File: src/rtl/ex_fsm_pkg.sv
// Shared definitions for the ex_fsm sequence controller.
// Holds the one-hot state encoding and its width.
// No logic lives here; ex_fsm and ex_fsm_sync import it.
package ex_fsm_pkg;

  localparam int STATE_W = 4;

  // One-hot encoding. Any other value is treated as illegal and recovers to IDLE.
  typedef enum logic [STATE_W-1:0] {
    IDLE  = 4'b0001,
    START = 4'b0010,
    STOP  = 4'b0100,
    CLEAR = 4'b1000
  } state_t;

endpackage

File: src/rtl/ex_fsm_sync.sv
// Purpose: STAGES-deep flop chain that brings the control input into the sclk domain.
// Latency: STAGES sclk cycles from din to dout.
// Backpressure: none; a free-running shift chain.
// Ports: sclk (clock), rst_n (sync active-low, clears the chain to 0), din (raw input), dout (synchronized).
module ex_fsm_sync #(
  parameter int STAGES = 2
) (
  input  logic sclk,
  input  logic rst_n,
  input  logic din,
  output logic dout
);
  import ex_fsm_pkg::*;

  logic [STAGES-1:0] chain;

  always_ff @(posedge sclk) begin
    if (!rst_n) begin
      chain <= '0;
    end else begin
      chain <= {chain[STAGES-2:0], din};
    end
  end

  assign dout = chain[STAGES-1];

endmodule

File: src/rtl/ex_fsm.sv
// Purpose: Moore sequence controller detecting rise->fall->rise->fall on A.
// Latency: outputs change 1 sclk after the triggering A sample (SYNC_STAGES+1 with EX_FSM_SYNC_EN).
// Backpressure: none; A is sampled every rising edge.
// Ports: sclk (clock), rst_n (sync active-low reset), A (control input),
//        k1 (level, set on sequence completion, cleared on restart), k2 (high while in CLEAR).
// Build option: define EX_FSM_SYNC_EN to route A through a SYNC_STAGES-deep synchronizer.
module ex_fsm #(
  parameter int SYNC_STAGES = 2
) (
  input  logic sclk,
  input  logic rst_n,
  input  logic A,
  output logic k1,
  output logic k2
);
  import ex_fsm_pkg::*;

  logic   a_s;
  state_t state;
  state_t state_nxt;
  logic   k1_nxt;
  logic   k2_nxt;

`ifdef EX_FSM_SYNC_EN
  ex_fsm_sync #(
    .STAGES (SYNC_STAGES)
  ) u_sync (
    .sclk  (sclk),
    .rst_n (rst_n),
    .din   (A),
    .dout  (a_s)
  );
`else
  // SYNC_STAGES has no role without the synchronizer; keep it referenced.
  logic [31:0] unused_sync_stages;
  assign unused_sync_stages = SYNC_STAGES;
  assign a_s = A;
`endif

  always_ff @(posedge sclk) begin
    if (!rst_n) begin
      state <= IDLE;
      k1    <= 1'b0;
      k2    <= 1'b0;
    end else begin
      state <= state_nxt;
      k1    <= k1_nxt;
      k2    <= k2_nxt;
    end
  end

  // Explicit ===1 / ===0 tests: an unknown A matches neither, so the state
  // and outputs hold. Unknown or non-one-hot state falls into default.
  always_comb begin
    state_nxt = state;
    k1_nxt    = k1;
    k2_nxt    = k2;
    case (state)
      IDLE: begin
        if (a_s === 1'b1) begin
          state_nxt = START;
          k1_nxt    = 1'b0;
        end
      end
      START: begin
        if (a_s === 1'b0) begin
          state_nxt = STOP;
        end
      end
      STOP: begin
        if (a_s === 1'b1) begin
          state_nxt = CLEAR;
          k2_nxt    = 1'b1;
        end
      end
      CLEAR: begin
        if (a_s === 1'b0) begin
          state_nxt = IDLE;
          k1_nxt    = 1'b1;
          k2_nxt    = 1'b0;
        end
      end
      default: begin
        state_nxt = IDLE;
        k1_nxt    = 1'b0;
        k2_nxt    = 1'b0;
      end
    endcase
  end

endmodule

File: config.mk
export PLATFORM = sky130hd
export DESIGN_NAME = ex_fsm
export DESIGN_NICKNAME = d
export VERILOG_FILES = /design/src/rtl/ex_fsm_pkg.sv /design/src/rtl/ex_fsm_sync.sv /design/src/rtl/ex_fsm.sv
export SDC_FILE = /design/constraint.sdc
export NUM_CORES = 1
export LEC_CHECK = 0
export CELL_PAD_IN_SITES_DETAIL_PLACEMENT = 1
export CELL_PAD_IN_SITES_GLOBAL_PLACEMENT = 1
export CORE_AREA = 2 2 39 41
export CTS_CLUSTER_SIZE = 25
export DETAILED_ROUTE_END_ITERATION = 10
export DIE_AREA = 0 0 41 43
export PLACE_DENSITY = 0.53
export SETUP_SLACK_MARGIN = 0.3
export SKIP_LAST_GASP = 1
export SLEW_MARGIN = 20
export SYNTH_ARGS = -nofsm -noshare
export SYNTH_HDL_FRONTEND = slang
export SYNTH_SLANG_ARGS = --single-unit
export TNS_END_PERCENT = 30
File: constraint.sdc
create_clock -name sclk -period 1.4 [get_ports sclk]
set_clock_uncertainty 0.05 [all_clocks]
set_input_delay 0.14 -clock sclk [delete_from_list [all_inputs] [get_ports sclk]]
set_output_delay 0.14 -clock sclk [all_outputs]
set_load 0.05 [all_outputs]
Yosys cells after proc, flatten, opt, wreduce, memory -nomap -nowiden. Cells that the tools add are included.

Equal/unequal tests: 10. Muxes and demuxes: 11. Bitwise gates (word level): 2. Reductions and logical operators: 5.

Operators by type and width (number): 4-bit two-way mux (4); 4-bit one-hot mux with 4 select lines (1); 2-bit != test, second input constant (4); 1-bit one-hot mux with 3 select lines (2); 3-bit AND reduction (2); 4-bit by 1-bit == test with 1-bit output, second input constant (1); 4-bit by 2-bit == test with 1-bit output, second input constant (1); 4-bit by 3-bit == test with 1-bit output, second input constant (1); 4-bit == test, second input constant (1); 1-bit two-way mux (4); 4-bit AND reduction (1); 2-bit OR reduction (2); 1-bit === test, second input constant (2); 1-bit inverter (2).

Flip-flop bits (word level): 6. Input port bits: 3. Output and inout bits: 2. Word-level logic and storage cells: 31.

Logic depth before layout (Yosys ltp). Gate-level depths: netlist (run 1).

Depth in word-level cells: 4. Depth in mapped cells: 4.

Worst setup path after synthesis (run 1). OpenSTA, ideal clock, no wires.

Kind: register to register. Start: register, netlist name k2. End: register k2. Setup time: 0.074 ns. Arrival: 1.095 ns. Required time: 1.276 ns. Setup slack: 0.181 ns. Cell stages (with the launch flop): 4. Path buffers: 0. Period minus slack after synthesis: 1.219 ns. Cells stage by stage: dfxtp_1 > o21ai_0 > o21a_1 > o21ai_0.

RTL lines: to (signal assigned) (line ex_fsm.sv:48) `k2 <= k2_nxt;`; to (decl) (line ex_fsm.sv:14) `output logic k2`.

Worst setup path in the final report (run 1).
Start: register state[1]. End: register k1.

Word-level cells in the longest chain between the ends: 4.

Ends and longest elaborated chain: from (decl) (line ex_fsm.sv:19) `state_t state;`; from (signal assigned) (line ex_fsm.sv:46) `state <= state_nxt;`; 4-bit by 3-bit == test with 1-bit output / 4-bit by 2-bit == test with 1-bit output (equally long branches) (line ex_fsm.sv:58) `case (state)`; 2-bit OR reduction (no line); 1-bit inverter (no line); 3-bit AND reduction (no line); to (signal assigned) (line ex_fsm.sv:47) `k1 <= k1_nxt;`; to (decl) (line ex_fsm.sv:13) `output logic k1,`.

Several ways; a longest one is shown, not always the timed one. A chain may end at the register's enable or synchronous reset.

==> flow_metrics.tcl, run 1 <==
set metrics [dict create \
    status "finished, final reports clean" \
    multiInputGateArea_sq_um 224 \
    netlist_instances 37 \
    clkSinkCount 6 \
    cp_slowest_cell "dfxtp_2" \
    syn_area_sq_um 345 \
    postRouteAntennaNets 0 \
    rsz0062_at_grt "true" \
    setup.worst_path.class "reg -> reg" \
    dp_cells 56 \
    seq_area_sq_um 134 \
    syn-num-nets 40 \
    synth_area_leaders "dfxtp_1 35%, xor2_1 5.1%, o21ai_0 4.3%" \
    core_area_sq_mm 0.00138 \
    vias_per_cell 5.38 \
    ctsLongestPathBuffers 2 \
    p_leak_uw 0.000186 \
    num-nets-final 50 \
    arrival_ps 1280 \
    max_freq_mhz 880 \
    dieWidth_microns 41 \
    yosysTopAreaCellShare_pct 34.8 \
    tightestPinTransition_ps 226 \
    synth_seq_cells 6 \
    gp_congestion 0.775 \
    grt_pass1_vias 361 \
    diodes 0 \
    critPathLaunchType "flip-flop" \
    rows 14 \
    stdcell_count 61 \
    ys_warn_count 0 \
    start_util_pct 25.0 \
    synth_cell_types 25 \
    area_delta_synth_final_pct 43.1 \
    p_comb_share_pct 14.7 \
    grt_max_degree 11 \
    clockRootBuffer "clkbuf_4" \
    grt_pass1_wl_mm 1.52 \
    crit_path_end_kind "flip-flop" \
    port_buffers 4 \
    path_delay_family "compound AO/OA/AOI/OAI gates" \
    num_vias 328 \
    maxSlewViolCount 0 \
    hold_class "reg -> reg" \
    maxCapViolations 0 \
    track_usage_pct 13.7 \
    p_switching_uw 111 \
    cp_num_buf_inv 0 \
    hold_viol 0 \
    slowest_delay_ps 370 \
    switching_share_pct 26.6 \
    dieArea_sq_mm 0.00176 \
    antenna_found_initial 0 \
    max-slew-margin-rel_pct 84.9 \
    min_period_over_period_pct 81.1 \
    cts_tree "done" \
    avgRoutedWirePerCell_microns 14.8 \
    pwr-share-clk_pct 41.1 \
    grt-ovfl-total 0 \
    synth_top_area_cell "dfxtp_1" \
    insertion_delay_ps 260 \
    ir_worst_vdd_uv 257 \
    chipHeight_microns 43 \
    cp.required_ps 1550 \
    syn_avg_cell_area_sq_um 9.33 \
    clk_pin_slew_ps 50 \
    ys_seq_area_share_pct 34.8 \
    cp_cell_sequence "xor2_2 -> a211oi_1 -> o221a_1" \
    finalSetupTns_ps 0 \
    wl_microns 902 \
    drtIter0Drc 6 \
    cts_buffers 3 \
    p_int_uw 306 \
    power_density_mw_per_mm2 842 \
    firstDrtPassIters 4 \
    drive_gt1_share_pct 40.0 \
    seq_power_share_pct 44.2 \
    fin_crit_ps 1140 \
    setup_violations 0 \
    crit_path_max_fanout 7 \
    num-fill-cells 162 \
    htree_levels 1 \
    drc 0 \
    top_level_ports 5 \
]
==> tightest hold or removal path, delay by kind of cell (launching register included) <==
kind | cells | cell delay [ps]
DFF | 1 | 340
AOI/OAI and AO/OA | 2 | 180
==> cell usage in the layout (no fill, tap or decap) <==
| master | instances |
|---|---|
| and2_1 | 1 |
| dfxtp_4 | 3 |
| clkbuf_4 | 3 |
| xor2_2 | 1 |
| nand2_1 | 1 |
| o2111a_1 | 1 |
| and4b_1 | 1 |
| buf_12 | 2 |
| nor2b_1 | 2 |
| nor3b_1 | 1 |
| xor2_1 | 1 |
| nor2_1 | 3 |
| buf_6 | 1 |
| o2111ai_1 | 1 |
| dfxtp_1 | 1 |
| a211oi_1 | 1 |
| or3b_1 | 1 |
| o21ai_0 | 3 |
| or2b_1 | 1 |
| o31ai_2 | 1 |
| clkdlybuf4s50_1 | 2 |
| buf_4 | 3 |
| nand4b_1 | 1 |
| a21oi_2 | 1 |
| o221a_1 | 1 |
| and4_1 | 1 |
| o21a_1 | 2 |
| xnor2_1 | 1 |
| nor4b_2 | 1 |
| dfxtp_2 | 2 |
==> synth_stat cells <==
cell type	instances
a211oi_1	1
a21oi_1	1
and2_1	1
and4_1	1
and4b_1	1
buf_2	1
buf_4	1
buf_6	1
dfxtp_1	6
nand2_1	1
nand4b_1	1
nor2_1	3
nor2b_1	2
nor3b_1	1
nor4b_1	1
o2111a_1	1
o2111ai_1	1
o21a_1	2
o21ai_0	3
o221a_1	1
o31ai_1	1
or2b_1	1
or3b_1	1
xnor2_1	1
xor2_1	2
==> routing by layer <==
metal	part of all wire [%]	vias to the layer above	global-route usage (%)
met4	4.8	0	14.0
met5	0	-	0
li1	-	154	-
met2	52	8	20.3
met3	5.2	5	4.19
met1	38	161	13.8
==> final timing paths <==
check	start	endpoint	slack (ps)	cells after the start
max	state[1]$_SDFFE_PN0P_	k1$_SDFFE_PN0P_	260	3
min	k2$_SDFFE_PN0P_	k2$_SDFFE_PN0P_	510	2
max reg2reg	state[1]$_SDFFE_PN0P_	k1$_SDFFE_PN0P_	260	3
min reg2reg	k2$_SDFFE_PN0P_	k2$_SDFFE_PN0P_	510	2
==> metrics by stage <==
step                total power (uW)  util (%)  hold WS (ps)  instance area [sq um]  setup slack [ps]
finish                           416      35.7           513                    494               264
global route                     442      35.7           568                    494               209
CTS                              424      34.8           513                    482               258
detailed placement               245      30.2           509                    418              9.44
global placement                 241      30.2           485                    418              66.4
floorplan                        220         -           222                    347               214
==> sequential cells by signal, indices dropped and copies added (netlist names) <==
signal / flops
k2: 1
k1: 1
state: 4
==> layout make-up <==
class / instances / share of cell area [%]
Sequential cell: 6 / 27.1
Tap cell: 16 / 4.05
Clock buffer: 3 / 4.56
Timing Repair Buffer: 8 / 19.0
Multi-Input combinational cell: 28 / 45.3
==> repair_timing <==
item,CTS,global route
setup buffers,2,0
gates cloned,0,0
setup endpoints to repair,3,3
hold buffers,0,0
pin swaps,3,0
resized for setup,10,2
==> kinds of logic (layout without fill, tap and decap cells) <==
group	after synthesis	in the layout	share of synthesized area, %
flip-flops	6	6	34.8
AO/OA/AOI/OAI	11	11	23.5
buffers and inverters	3	11	6.88
AND/OR/NAND/NOR	14	14	27.2
XOR/XNOR	3	3	7.61
==> power by group through the flow <==
stage               clock, uW  sequential, uW  combinational [uW]
finish                    171             184                61.2
global route              189             185                67.8
CTS                       181             183                60.0
detailed placement          0             189                56.0
global placement            0             188                53.0
floorplan                   0             187                33.0
Note: power is estimated with default switching activity, not from simulation.
==> inputs of run 2 (changes only) <==
==> constraint.sdc (replaced) <==
create_clock -name sclk -period 1.09 [get_ports sclk]
set_clock_uncertainty 0.05 [all_clocks]
set_input_delay 0.109 -clock sclk [delete_from_list [all_inputs] [get_ports sclk]]
set_output_delay 0.109 -clock sclk [all_outputs]
set_load 0.05 [all_outputs]
==> run 2 against run 1 <==
  * The run now ends with setup timing left
  * Routed wire length increased by 13%
  * Critical path depth unchanged
  * Via count up 8.2%
  * First-iteration DRC count fell by 67%
  * Combinational power grew 63%
  * Final cell count grew 15%
  * Critical path type unchanged
  * Critical endpoint unchanged
  * Largest cell class unchanged
  * Highest routed layer unchanged
==> flow_metrics.tcl, run 2 (synthesis results as in run 1) <==
set metrics [dict create \
    final_common_cell "buf_4" \
    hold_end "state[0]$_SDFFE_PN1P_" \
    firstDrtPassIters 3 \
    num-nets-final 59 \
    status "complete, but fails checks" \
    crit_path_end_kind "flip-flop" \
    r2r_setup_slack_ps -60 \
    stdcell_count 70 \
    port_buffers 4 \
    drc 0 \
    dieWidth_microns 41 \
    tightestPinTransition_ps 209 \
    track_usage_pct 16.2 \
    hp-start "rst_n" \
    p_leak_uw 0.000238 \
    arrival_ps 1300 \
    drive_gt1_share_pct 53.7 \
    top_register "state" \
    diodes 0 \
    maxSlewViolCount 0 \
    rows 14 \
    final_area_sq_um 581 \
    dp_cells 66 \
    setup.worst_path.class "reg -> reg" \
    reg2reg_to "k1$_SDFFE_PN0P_" \
    r2r_cells 3 \
    final_cell_mix "10 x buf_4, 4 x dfxtp_4, 3 x clkbuf_4, 3 x buf_6" \
    area_delta_synth_final_pct 68.1 \
    hold_viol 0 \
    num_vias 355 \
    htree_levels 1 \
    max-slew-margin-rel_pct 86.0 \
    r2r-start "state[3]$_SDFFE_PN0P_" \
    ir_worst_vdd_uv 519 \
    grt_max_degree 8 \
    min_period_over_period_pct 106 \
    placed_area_sq_um 499 \
    insertion_delay_ps 260 \
    cts_tree "done" \
    critPathLaunchType "flip-flop" \
    wl_mm 1.02 \
    clk_pin_slew_ps 50 \
    grt-ovfl-total 0 \
    dieArea_sq_mm 0.00176 \
    maxCapViolations 0 \
    antenna_found_initial 0 \
    power_density_mw_per_mm2 956 \
    chipHeight_microns 43 \
    hold_depth 3 \
    clockRootBuffer "clkbuf_4" \
    top_level_ports 5 \
    avgRoutedWirePerCell_microns 14.6 \
    grt_pass1_wl_mm 1.83 \
    violations "setup timing" \
    fin_crit_ps 1150 \
    grt_pass1_vias 404 \
    hold_class "in -> reg" \
    cp.required_ps 1240 \
    cts_buffers 3 \
    setup_ws_ps -61.1 \
    postCtsHoldBufs 0 \
    gp_congestion 0.766 \
    clkSinkCount 6 \
    reg_top3 "state (4), k1 (1), k2 (1)" \
    vias_per_cell 5.07 \
    holdWs_ps 474 \
    start_util_pct 25.0 \
    largest_reg_flops 4 \
    ctsLongestPathBuffers 2 \
    crit_path_max_fanout 7 \
    core_area_sq_mm 0.00138 \
    dpl.hpwl_microns 758 \
    rsz0062_at_grt "true" \
    postRouteAntennaNets 0 \
    setup_violations 1 \
    drtIter0Drc 2 \
    max_freq_mhz 869 \
]
## run 2: cell count changes in the layout (fill, tap and decap cells not counted), sizes merged
cell | previous run | this run
buf | 6 | 15
## run 2: metrics by stage
| step | TNS [ps] | util, % | setup WS [ps] | power [uW] |
|---|---|---|---|---|
| after floorplan | -51.9 | - | -51.9 | 287 |
| after global placement | -443 | 36.1 | -224 | 324 |
| after detailed placement | -641 | 36.1 | -263 | 330 |
| after CTS | -70.6 | 39.9 | -58.8 | 558 |
| after global routing | -161 | 42.0 | -88.6 | 584 |
| final | -61.1 | 42.0 | -61.1 | 555 |
## run 2: what timing repair did
action / 4_1_cts / 5_1_grt
pin swaps: 3 / 3
setup endpoints to repair: 8 / 8
cloned: 0 / 0
setup buffers: 1 / 0
gates resized for setup: 10 / 9
## run 2: layout make-up
type                    count  area (sq um)
clock buffers               3          22.5
multi-input cells          28           233
repair buffers             17           169
flip-flops and latches      6           136
fillers                   166           803
well taps                  16          20.0
## run 2: routing by layer
metal	routed length, microns	global-route usage, %
met1	420	19.1
met2	525	23.1
met3	45	5.24
met4	28	12.0
met5	0	0
## run 2: worst max path at each step
stage                     startpoint              end  slack, ps  cells after the start
6_report       state[3]$_SDFFE_PN0P_  k1$_SDFFE_PN0P_        -60                      3
5_1_grt        state[3]$_SDFFE_PN0P_  k1$_SDFFE_PN0P_        -90                      3
4_1_cts        state[0]$_SDFFE_PN1P_  k1$_SDFFE_PN0P_        -60                      3
3_5_place_dp                       A  k1$_SDFFE_PN0P_       -260                      4
3_3_place_gp                       A  k1$_SDFFE_PN0P_       -220                      4
2_1_floorplan  state[3]$_SDFFE_PN0P_  k1$_SDFFE_PN0P_        -50                      4
## run 2: power breakdown
| group | switching (uW) | internal, uW | total, uW |
|---|---|---|---|
| clock network | 94.6 | 125 | 220 |
| logic | 40.4 | 60.0 | 100 |
| registers | 12.8 | 221 | 234 |
## run 2: worst max-delay path: stages (launching register included)
cell     delay [ps]
dfxtp_4         370
or3b_4          370
a21oi_2         130
o221a_1         180
==> inputs of run 3 (changes only) <==
--- a/config.mk
+++ b/config.mk
@@ -8,6 +8,7 @@
 export CELL_PAD_IN_SITES_DETAIL_PLACEMENT = 1
 export CELL_PAD_IN_SITES_GLOBAL_PLACEMENT = 1
 export CORE_AREA = 2 2 39 41
+export CTS_BUF_LIST = sky130_fd_sc_hd__clkbuf_8 sky130_fd_sc_hd__clkbuf_16
 export CTS_CLUSTER_SIZE = 25
 export DETAILED_ROUTE_END_ITERATION = 10
 export DIE_AREA = 0 0 41 43
==> run 3 against run 2 <==
  * The flow still finishes with violations (setup timing)
  * Die area did not move
  * Critical path type unchanged
  * Combinational power grew 9%
  * Maximum frequency increased by 0.94%
  * Global-route usage increased by 1.6 points
==> flow_metrics.tcl, run 3 (synthesis results as in run 1) <==
set metrics [dict create \
    avgRoutedWirePerCell_microns 15.7 \
    placed_area_sq_um 499 \
    wl_mm 1.12 \
    rows 14 \
    largest_reg_flops 4 \
    dpl.hpwl_microns 758 \
    max-slew-margin-rel_pct 87.0 \
    power_density_mw_per_mm2 1150 \
    gp_congestion 0.766 \
    port_buffers 4 \
    antenna_found_initial 0 \
    clockRootBuffer "clkbuf_8" \
    holdWs_ps 496 \
    arrival_ps 1270 \
    vias_per_cell 5.11 \
    power_uw 706 \
    slowest_delay_ps 370 \
    hold_class "reg -> reg" \
    setup_ws_ps -50.5 \
    postCtsHoldBufs 0 \
    num_vias 363 \
    drive_gt1_share_pct 58.2 \
    r2r_setup_slack_ps -50 \
    cp.required_ps 1220 \
    grt-ovfl-total 0 \
    core_area_sq_mm 0.00138 \
    cp_cell_sequence "or3b_4 -> a21oi_2 -> o221a_1" \
    top_layer "met4" \
    stdcell_count 71 \
    hold_depth 2 \
    crit_path_max_fanout 7 \
    num-nets-final 60 \
    ir_worst_vdd_uv 722 \
    ctsLongestPathBuffers 2 \
    insertion_delay_ps 230 \
    tightestPinTransition_ps 194 \
    reg2reg_to "k1$_SDFFE_PN0P_" \
    top_level_ports 5 \
    clk_pin_slew_ps 40 \
    crit_path_end_kind "flip-flop" \
    final_area_sq_um 612 \
    grt_max_degree 8 \
    diodes 0 \
    crit_end "k1$_SDFFE_PN0P_" \
    postRouteAntennaNets 0 \
    rsz0062_at_grt "true" \
    final_cell_mix "13 x buf_4, 4 x dfxtp_4, 3 x clkbuf_8" \
    wl_met2_microns 595 \
    maxCapViolations 0 \
    track_usage_pct 17.8 \
    firstDrtPassIters 1 \
    grt_pass1_wl_mm 2.01 \
    cp_slowest_cell "or3b_4" \
    min_period_over_period_pct 105 \
    startpoint "state[3]$_SDFFE_PN0P_" \
    htree_levels 1 \
    r2r-start "state[3]$_SDFFE_PN0P_" \
    cts_tree "done" \
    setup_violations 1 \
    p_leak_uw 0.000253 \
    dieArea_sq_mm 0.00176 \
    maxSlewViolCount 0 \
    place_ws_ps -263 \
    setup.worst_path.class "reg -> reg" \
    reg_top3 "state (4), k1 (1), k2 (1)" \
    chipHeight_microns 43 \
    start_util_pct 25.0 \
    clkSinkCount 6 \
    wl_met1_microns 426 \
    violations "setup timing" \
    grt_pass1_vias 440 \
    drtIter0Drc 0 \
    top_register "state" \
    dieWidth_microns 41 \
    area_delta_synth_final_pct 77.2 \
    dp_cells 66 \
    drc 0 \
    cts_buffers 3 \
    hold_viol 0 \
    fin_crit_ps 1140 \
    status "complete, but fails checks" \
    final_common_cell "buf_4" \
    r2r_cells 3 \
    wl_met3_microns 49 \
    critPathLaunchType "flip-flop" \
    max_freq_mhz 877 \
]
## run 3: changes by cell type in the layout (fill, tap and decap cells not counted), sizes merged
cell | before | now
buf | 15 | 16
## run 3: what timing repair did
item                                    CTS  global route
setup buffers                             2             0
pin swaps                                 2             1
gates resized for setup                  12             7
gates cloned                              0             0
endpoints found under the setup margin    8             8
## run 3: worst min path at each step
stage / from / to
finish: k2$_SDFFE_PN0P_ / k2$_SDFFE_PN0P_
global route: k2$_SDFFE_PN0P_ / k2$_SDFFE_PN0P_
CTS: k2$_SDFFE_PN0P_ / k2$_SDFFE_PN0P_
detailed placement: k2$_SDFFE_PN0P_ / k2$_SDFFE_PN0P_
global placement: k2$_SDFFE_PN0P_ / k2$_SDFFE_PN0P_
floorplan: rst_n / k2$_SDFFE_PN0P_
## run 3: power by group
part / internal [uW] / switching, uW
logic: 64.8 / 44.1
registers: 222 / 11.5
clock network: 240 / 124
## run 3: layout make-up
type / count / area [sq um]
tap: 16 / 20.0
fill: 163 / 772
multi-input combinational: 28 / 245
clock buffer: 3 / 41.3
sequential: 6 / 136
timing repair buffer: 18 / 169
## run 3: metal layers
metal	vias to the layer above	GRT usage, %
met3	5	5.24
met5	-	0
met4	0	12.0
met1	176	18.9
met2	8	28.4
li1	174	-
## run 3: per-stage QoR
| stage | util (%) | setup TNS [ps] |
|---|---|---|
| after floorplan | - | -51.9 |
| after global placement | 36.1 | -443 |
| after detailed placement | 36.1 | -641 |
| after CTS | 42.4 | -58.3 |
| after global routing | 44.2 | -166 |
| final | 44.2 | -50.5 |
## run 3: worst max-delay path, delay by kind of cell (launching register included)
kind / cells / cell delay (ps)
AO/OA/AOI/OAI: 2 / 300
flip-flops: 1 / 360
AND/OR/NAND/NOR: 1 / 370
